### src/rtl/multdiv_pkg.sv
// Shared types and constants for the iterative multiply/divide unit.
package multdiv_pkg;

    typedef enum logic [1:0] {
        IDLE = 2'd0,
        MULT = 2'd1,
        DIV  = 2'd2,
        DONE = 2'd3
    } state_t;

    localparam int          ITERS   = 32;
    localparam int          COUNT_W = 5;
    localparam logic [31:0] INT_MIN = 32'h8000_0000;
    localparam logic [31:0] NEG_ONE = 32'hFFFF_FFFF;

    // Unsigned magnitude of a two's-complement word; |INT_MIN| stays 0x80000000.
    function automatic logic [31:0] mag(input logic signed [31:0] x);
        return x[31] ? 32'(-x) : 32'(x);
    endfunction

endpackage

### src/rtl/multdiv_seq_addsub.sv
// 32-bit adder/subtractor shared by the Booth multiply and restoring divide.
module addsub32 (
    input  logic [31:0] a,
    input  logic [31:0] b,
    input  logic        sub,
    output logic [31:0] sum,
    output logic        carry,
    output logic        overflow
);

    logic [31:0] b_eff;

    assign b_eff           = b ^ {32{sub}};
    assign {carry, sum}    = {1'b0, a} + {1'b0, b_eff} + {32'b0, sub};
    assign overflow        = (a[31] == b_eff[31]) && (sum[31] != a[31]);

endmodule

### src/rtl/multdiv_seq.sv
// Iterative signed multiply/divide: 32 Booth or restoring iterations through one
// shared adder, plus one finishing cycle, then a one-cycle DONE with the RDY pulse.
module multdiv_seq #(
    parameter int WIDTH = 32,
    parameter int ITERS = 32
) (
    input  logic             clock,
    input  logic             reset,
    input  logic             ctrl_MULT,
    input  logic             ctrl_DIV,
    input  logic [WIDTH-1:0] data_operandA,
    input  logic [WIDTH-1:0] data_operandB,
    output logic [WIDTH-1:0] data_result,
    output logic             data_exception,
    output logic             data_resultRDY,
    output logic             busy
);
    import multdiv_pkg::*;

    state_t             state;
    logic [COUNT_W-1:0] count;
    logic               fin;

    // acc is the Booth accumulator or the divide remainder; qreg holds Q / quotient.
    logic [WIDTH-1:0]   acc;
    logic [WIDTH-1:0]   qreg;
    logic [WIDTH-1:0]   mreg;
    logic               qm1;
    logic               neg_q;
    logic               div_zero;
    logic               div_ovf;

    logic [WIDTH-1:0]   add_a;
    logic [WIDTH-1:0]   add_b;
    logic [WIDTH-1:0]   add_sum;
    logic               add_sub;
    logic               add_carry;
    logic               add_ovf;

    logic               booth_do;
    logic [WIDTH-1:0]   booth_acc;
    logic               booth_sign;
    logic               start;

    assign start = ctrl_MULT | ctrl_DIV;

    always_comb begin
        add_a   = acc;
        add_b   = mreg;
        add_sub = 1'b0;
        case (state)
            MULT: add_sub = qreg[0] & ~qm1;
            DIV: begin
                add_sub = 1'b1;
                if (fin) begin
                    // Finishing cycle reuses the adder to negate the quotient.
                    add_a = '0;
                    add_b = qreg;
                end else begin
                    add_a = {acc[WIDTH-2:0], qreg[WIDTH-1]};
                end
            end
            default: ;
        endcase
    end

    addsub32 u_addsub (
        .a        (add_a),
        .b        (add_b),
        .sub      (add_sub),
        .sum      (add_sum),
        .carry    (add_carry),
        .overflow (add_ovf)
    );

    // The true sign of acc +/- M is sum[31]^overflow, so no 33rd accumulator bit is needed.
    assign booth_do   = qreg[0] ^ qm1;
    assign booth_acc  = booth_do ? add_sum : acc;
    assign booth_sign = booth_do ? (add_sum[WIDTH-1] ^ add_ovf) : acc[WIDTH-1];

    always_ff @(posedge clock) begin
        if (reset) begin
            state          <= IDLE;
            count          <= '0;
            fin            <= 1'b0;
            data_result    <= '0;
            data_exception <= 1'b0;
            data_resultRDY <= 1'b0;
            busy           <= 1'b0;
        end else begin
            data_resultRDY <= 1'b0;
            if (start) begin
                state <= ctrl_MULT ? MULT : DIV;
                count <= '0;
                fin   <= 1'b0;
                busy  <= 1'b1;
                acc   <= '0;
                qm1   <= 1'b0;
                if (ctrl_MULT) begin
                    qreg <= data_operandA;
                    mreg <= data_operandB;
                end else begin
                    qreg     <= mag(data_operandA);
                    mreg     <= mag(data_operandB);
                    neg_q    <= data_operandA[WIDTH-1] ^ data_operandB[WIDTH-1];
                    div_zero <= (data_operandB == '0);
                    div_ovf  <= (data_operandA == INT_MIN) && (data_operandB == NEG_ONE);
                end
            end else begin
                case (state)
                    MULT, DIV: begin
                        if (fin) begin
                            state          <= DONE;
                            busy           <= 1'b0;
                            data_resultRDY <= 1'b1;
                            if (state == MULT) begin
                                data_result    <= qreg;
                                data_exception <= (acc != {WIDTH{qreg[WIDTH-1]}});
                            end else if (div_zero) begin
                                data_result    <= '0;
                                data_exception <= 1'b1;
                            end else if (div_ovf) begin
                                data_result    <= INT_MIN;
                                data_exception <= 1'b1;
                            end else begin
                                data_result    <= neg_q ? add_sum : qreg;
                                data_exception <= 1'b0;
                            end
                        end else begin
                            count <= count + 1'b1;
                            if (count == COUNT_W'(ITERS - 1)) fin <= 1'b1;
                            if (state == MULT) begin
                                acc  <= {booth_sign, booth_acc[WIDTH-1:1]};
                                qreg <= {booth_acc[0], qreg[WIDTH-1:1]};
                                qm1  <= qreg[0];
                            end else if (add_carry) begin
                                acc  <= add_sum;
                                qreg <= {qreg[WIDTH-2:0], 1'b1};
                            end else begin
                                acc  <= {acc[WIDTH-2:0], qreg[WIDTH-1]};
                                qreg <= {qreg[WIDTH-2:0], 1'b0};
                            end
                        end
                    end
                    DONE:    state <= IDLE;
                    default: state <= IDLE;
                endcase
            end
        end
    end

endmodule

### config.mk
export PLATFORM = sky130hd
export DESIGN_NAME = multdiv_seq
export DESIGN_NICKNAME = d
export VERILOG_FILES = /design/src/rtl/multdiv_pkg.sv /design/src/rtl/multdiv_seq_addsub.sv /design/src/rtl/multdiv_seq.sv
export SDC_FILE = /design/constraint.sdc
export NUM_CORES = 1
export LEC_CHECK = 0
export ABC_AREA = 1
export BUFFER_PORTS_ARGS = -buffer_cell sky130_fd_sc_hd__clkbuf_2
export CAP_MARGIN = 10
export CORE_ASPECT_RATIO = 1.75
export CORE_MARGIN = 2
export CORE_UTILIZATION = 55
export DETAILED_ROUTE_END_ITERATION = 10
export GPL_TIMING_DRIVEN = 1
export PLACE_DENSITY = 0.74
export SYNTH_ARGS = -nofsm -noshare
export SYNTH_HDL_FRONTEND = slang
export SYNTH_HIERARCHICAL = 1
export SYNTH_SLANG_ARGS = --single-unit
### constraint.sdc
create_clock -name clock -period 6.3 [get_ports clock]
set_clock_uncertainty 0.1 [all_clocks]
set_input_delay 0 -clock clock [delete_from_list [all_inputs] [get_ports clock]]
set_output_delay 0 -clock clock [all_outputs]
set_load 0.03 [all_outputs]
==> results by group <==
Power
  • Power per cell area: 237 nW/um2
  • Sw Ratio: 38.8%
  • Leakage power: 0.00647 uW
  • Clock network power share: 29.0%
  • Sw power: 1290 uW
  • Maximum vdd drop: 197 uV
  • Logic pwr share: 36.9%
  • Power Internal: 2030 uW
  • Reg power frac: 34.1%

Run status
  • Status: finished clean

Route
  • # DRC: 0
  • Avg WL per Cell: 17.5 um
  • WL final: 39300 um
  • First drt pass iteration count: 6
  • Avg Vias per Cell: 5.66
  • Routed Antenna Nets: 0
  • Initial DRC Count: 1109
  • Vias: 12.7k

Synth
  • Main combinational cell family by area after synthesis: simple AND/OR/NAND/NOR gates
  • Ys Warns: 6
  • Yosys cell types: 45
  • Gate Count Post-Synth: 1810
  • Post-synthesis sequential area ratio: 31.9%
  • Synth async-reset ratio: 0%
  • Yosys reg bits: 143
  • Mean Syn Cell Area: 6.68 um2
  • Simple-Gate Fraction of Synth Area: 29.0%
  • Post-synthesis xor/xnor area fraction: 5.65%
  • Multiplexer area fraction after synthesis: 0%
  • Post-synth EDFFs: 100
  • Synthesized Nets: 1918
  • Main flop type after synthesis: edfxtp_1
  • Synth Area in Compound Gates: 18.8%
  • Synth Area in Adders: 4.20%
  • Mapped Area: 12100 um2

Place
  • Place WS: 1.17 ns
  • RD Place Congestion: 0.966
  • Port bufs: 102
  • DP HPWL: 30300 um
  • Placed cells: 2144

STA
  • Setup_tns: 0 ns
  • Maximum clock rate: 219 MHz
  • Final hold viol count: 0
  • Fin worst setup slack: 1.73 ns
  • Worst-Margin Slew: 0.849 ns
  • Final setup fails: 0
  • Period utilisation layout: 72.5%
  • Max-slew headroom: 43.3%
  • Fin crit period: 4.57 ns
  • RSZ-0062 raised after global routing: no
  • WHS: 0.247 ns
  • Max-slew violations: 0

Clock network
  • Root Driver: clkbuf_16
  • CTS clock-pin slew for the worst setup and hold paths: 0.06 ns
  • Post-CTS resize count: 0
  • Clock Sink Count: 143
  • Worst skew pair latency: 0.45 ns
  • Maximum clock path buffer count: 2
  • CTS tree: built
  • CTS H-tree depth: 4
  • CTS Buf Count: 17

Final layout
  • Fraction of layout cells with a size suffix above 1: 10.5%
  • Ant diodes: 0
  • Nets@finish: 2051
  • Final core occ: 65.0%
  • Area grow syn2layout: 16.1%
  • Fin cells: 2248

Setup path
  • Setup crit start kind: flip-flop
  • Worst-path maximum fanout: 65
  • CP endpoint kind: flip-flop
  • FF-to-FF Start: state[0]
  • CP Launch Point: state[0]
  • CP required: 6.35 ns
  • Worst setup path category: reg -> reg
  • CP arrival: 4.62 ns

Floorplan
  • Die area: 23200 um2
  • Die Span Y: 200 um
  • Total number of placement rows: 71
  • Core Region: 21600 um2
  • Ports: 103
  • Die span in x: 116 um
  • Starting Density: 56.0%

Min path
  • Hold path start: data_operandB[0]
  • Hold/Removal Path Class: in -> reg

Global route
  • Initial antenna violation count: 0
  • Largest net degree at the start of global routing: 66
  • GRT Resource Usage Total: 34.6%
  • Grt total ovfl: 0
  • First-pass GRT wire length: 62600 um
  • Vias in the first global route: 12.4k

Run
  • Max-Cap Viols: 0
[critical path: stages, from the launching register on]
cell,delay [ns]
dfxtp_1,0.33
inv_1,0.06
ha_1,0.43
buf_16,0.23
nand2_1,0.11
o21ai_0,0.40
nand2_1,0.12
nand2_2,0.13
inv_1,0.07
fa_1,0.41
o21ai_2,0.23
nand2_1,0.08
nand2_1,0.13
nand2_1,0.08
nand2_2,0.11
nand3_1,0.11
nand2_1,0.09
nand2_1,0.07
nand2_2,0.06
buf_4,0.52
nor2_1,0.13
a21oi_1,0.15
o22ai_1,0.09
[worst paths after layout]
kind                     end  slack, ns  depth (start not counted)
max                  acc[12]       1.73                         22
min                  mreg[0]       0.25                          2
max reg2reg          acc[12]       1.73                         22
min reg2reg  data_result[28]       0.36                          2
[per-layer routing]
| layer | GRT usage [%] | share of wire (%) |
|---|---|---|
| met1 | 40.2 | 38 |
| met2 | 59.4 | 50 |
| met3 | 5.17 | 5.9 |
| met4 | 19.6 | 6.0 |
| met5 | 0 | 0 |
[layout make-up]
class | instances | area, um2
flip-flops and latches | 143 | 3860
inverters | 236 | 888
well taps | 292 | 365
multi-input cells | 1357 | 7010
clock buffers | 17 | 425
repair buffers | 188 | 1350
clock inverters | 15 | 135
fillers | 2007 | 7550
[registers in the layout (all words and copies together) (netlist names)]
signal / count
acc: 32
busy: 1
count: 5
data_exception: 1
data_result: 32
data_resultRDY: 1
div_ovf: 1
div_zero: 1
fin: 1
mreg: 32
neg_q: 1
qm1: 1
qreg: 32
state: 2
[power by group through the flow]
stage                     clock network, uW  registers [uW]  logic [uW]
after detailed placement                  0            1150        1150
after CTS                               970            1130        1200
after global placement                    0            1150        1140
after global routing                   1000            1140        1360
after floorplan                           0            1140         841
final                                   965            1130        1230
[synthesized netlist by cell type, types with 4 or more instances]
cell	n	area (um2)
a21oi_1	112	561
nand3b_1	4	30.0
buf_6	4	45.0
nor2_2	9	56.3
dfxtp_1	43	861
xor2_1	73	639
nand2_1	453	1700
nand4_1	19	119
o21ai_0	135	676
buf_4	6	45.0
buf_1	4	15.0
o22ai_1	68	425
nor3_1	26	130
clkinv_1	7	26.3
o21ai_2	4	35.0
o21ai_1	38	190
nand3_1	103	515
edfxtp_1	100	3000
inv_2	8	30.0
buf_2	26	130
nand2_2	16	100
o211ai_1	4	30.0
a22oi_1	14	105
xnor2_1	5	43.8
o221ai_1	6	52.6
a21boi_0	11	82.6
a21o_1	4	30.0
nor4_1	4	25.0
clkbuf_1	34	128
ha_1	39	488
nor2_1	183	687
inv_1	220	826
o21bai_1	6	45.0
nor2_4	7	78.8
[cells by family after synthesis]
kind of cell    count (synthesis)
simple gates                  831
compound gates                408
buf+inv                       310
flops                         143
xor+xnor                       78
fa+ha+maj                      40
[placed cells by master (no fill, tap or decap), types with 38 or more instances in the layout]
cell type / instances
a21oi_1: 112
clkbuf_2: 102
dfxtp_1: 43
dlygate4sd3_1: 71
edfxtp_1: 100
ha_1: 39
inv_1: 220
nand2_1: 452
nand3_1: 103
nor2_1: 180
o21ai_0: 135
o21ai_1: 38
o22ai_1: 68
xor2_1: 73
[stage by stage]
stage / cell area [um2] / power (uW)
global placement: 12700 / 2300
finish: 14000 / 3330
CTS: 14000 / 3300
detailed placement: 12700 / 2310
floorplan: 12100 / 1980
global route: 14000 / 3510
[repair_timing]
action | 4_1_cts | 5_1_grt
hold buffers | 71 | 0
buffers inserted | 0 | 0
endpoints found under the setup margin | 0 | 0
hold endpoints to repair | 75 | 0
(Power assumes the default switching activity.)
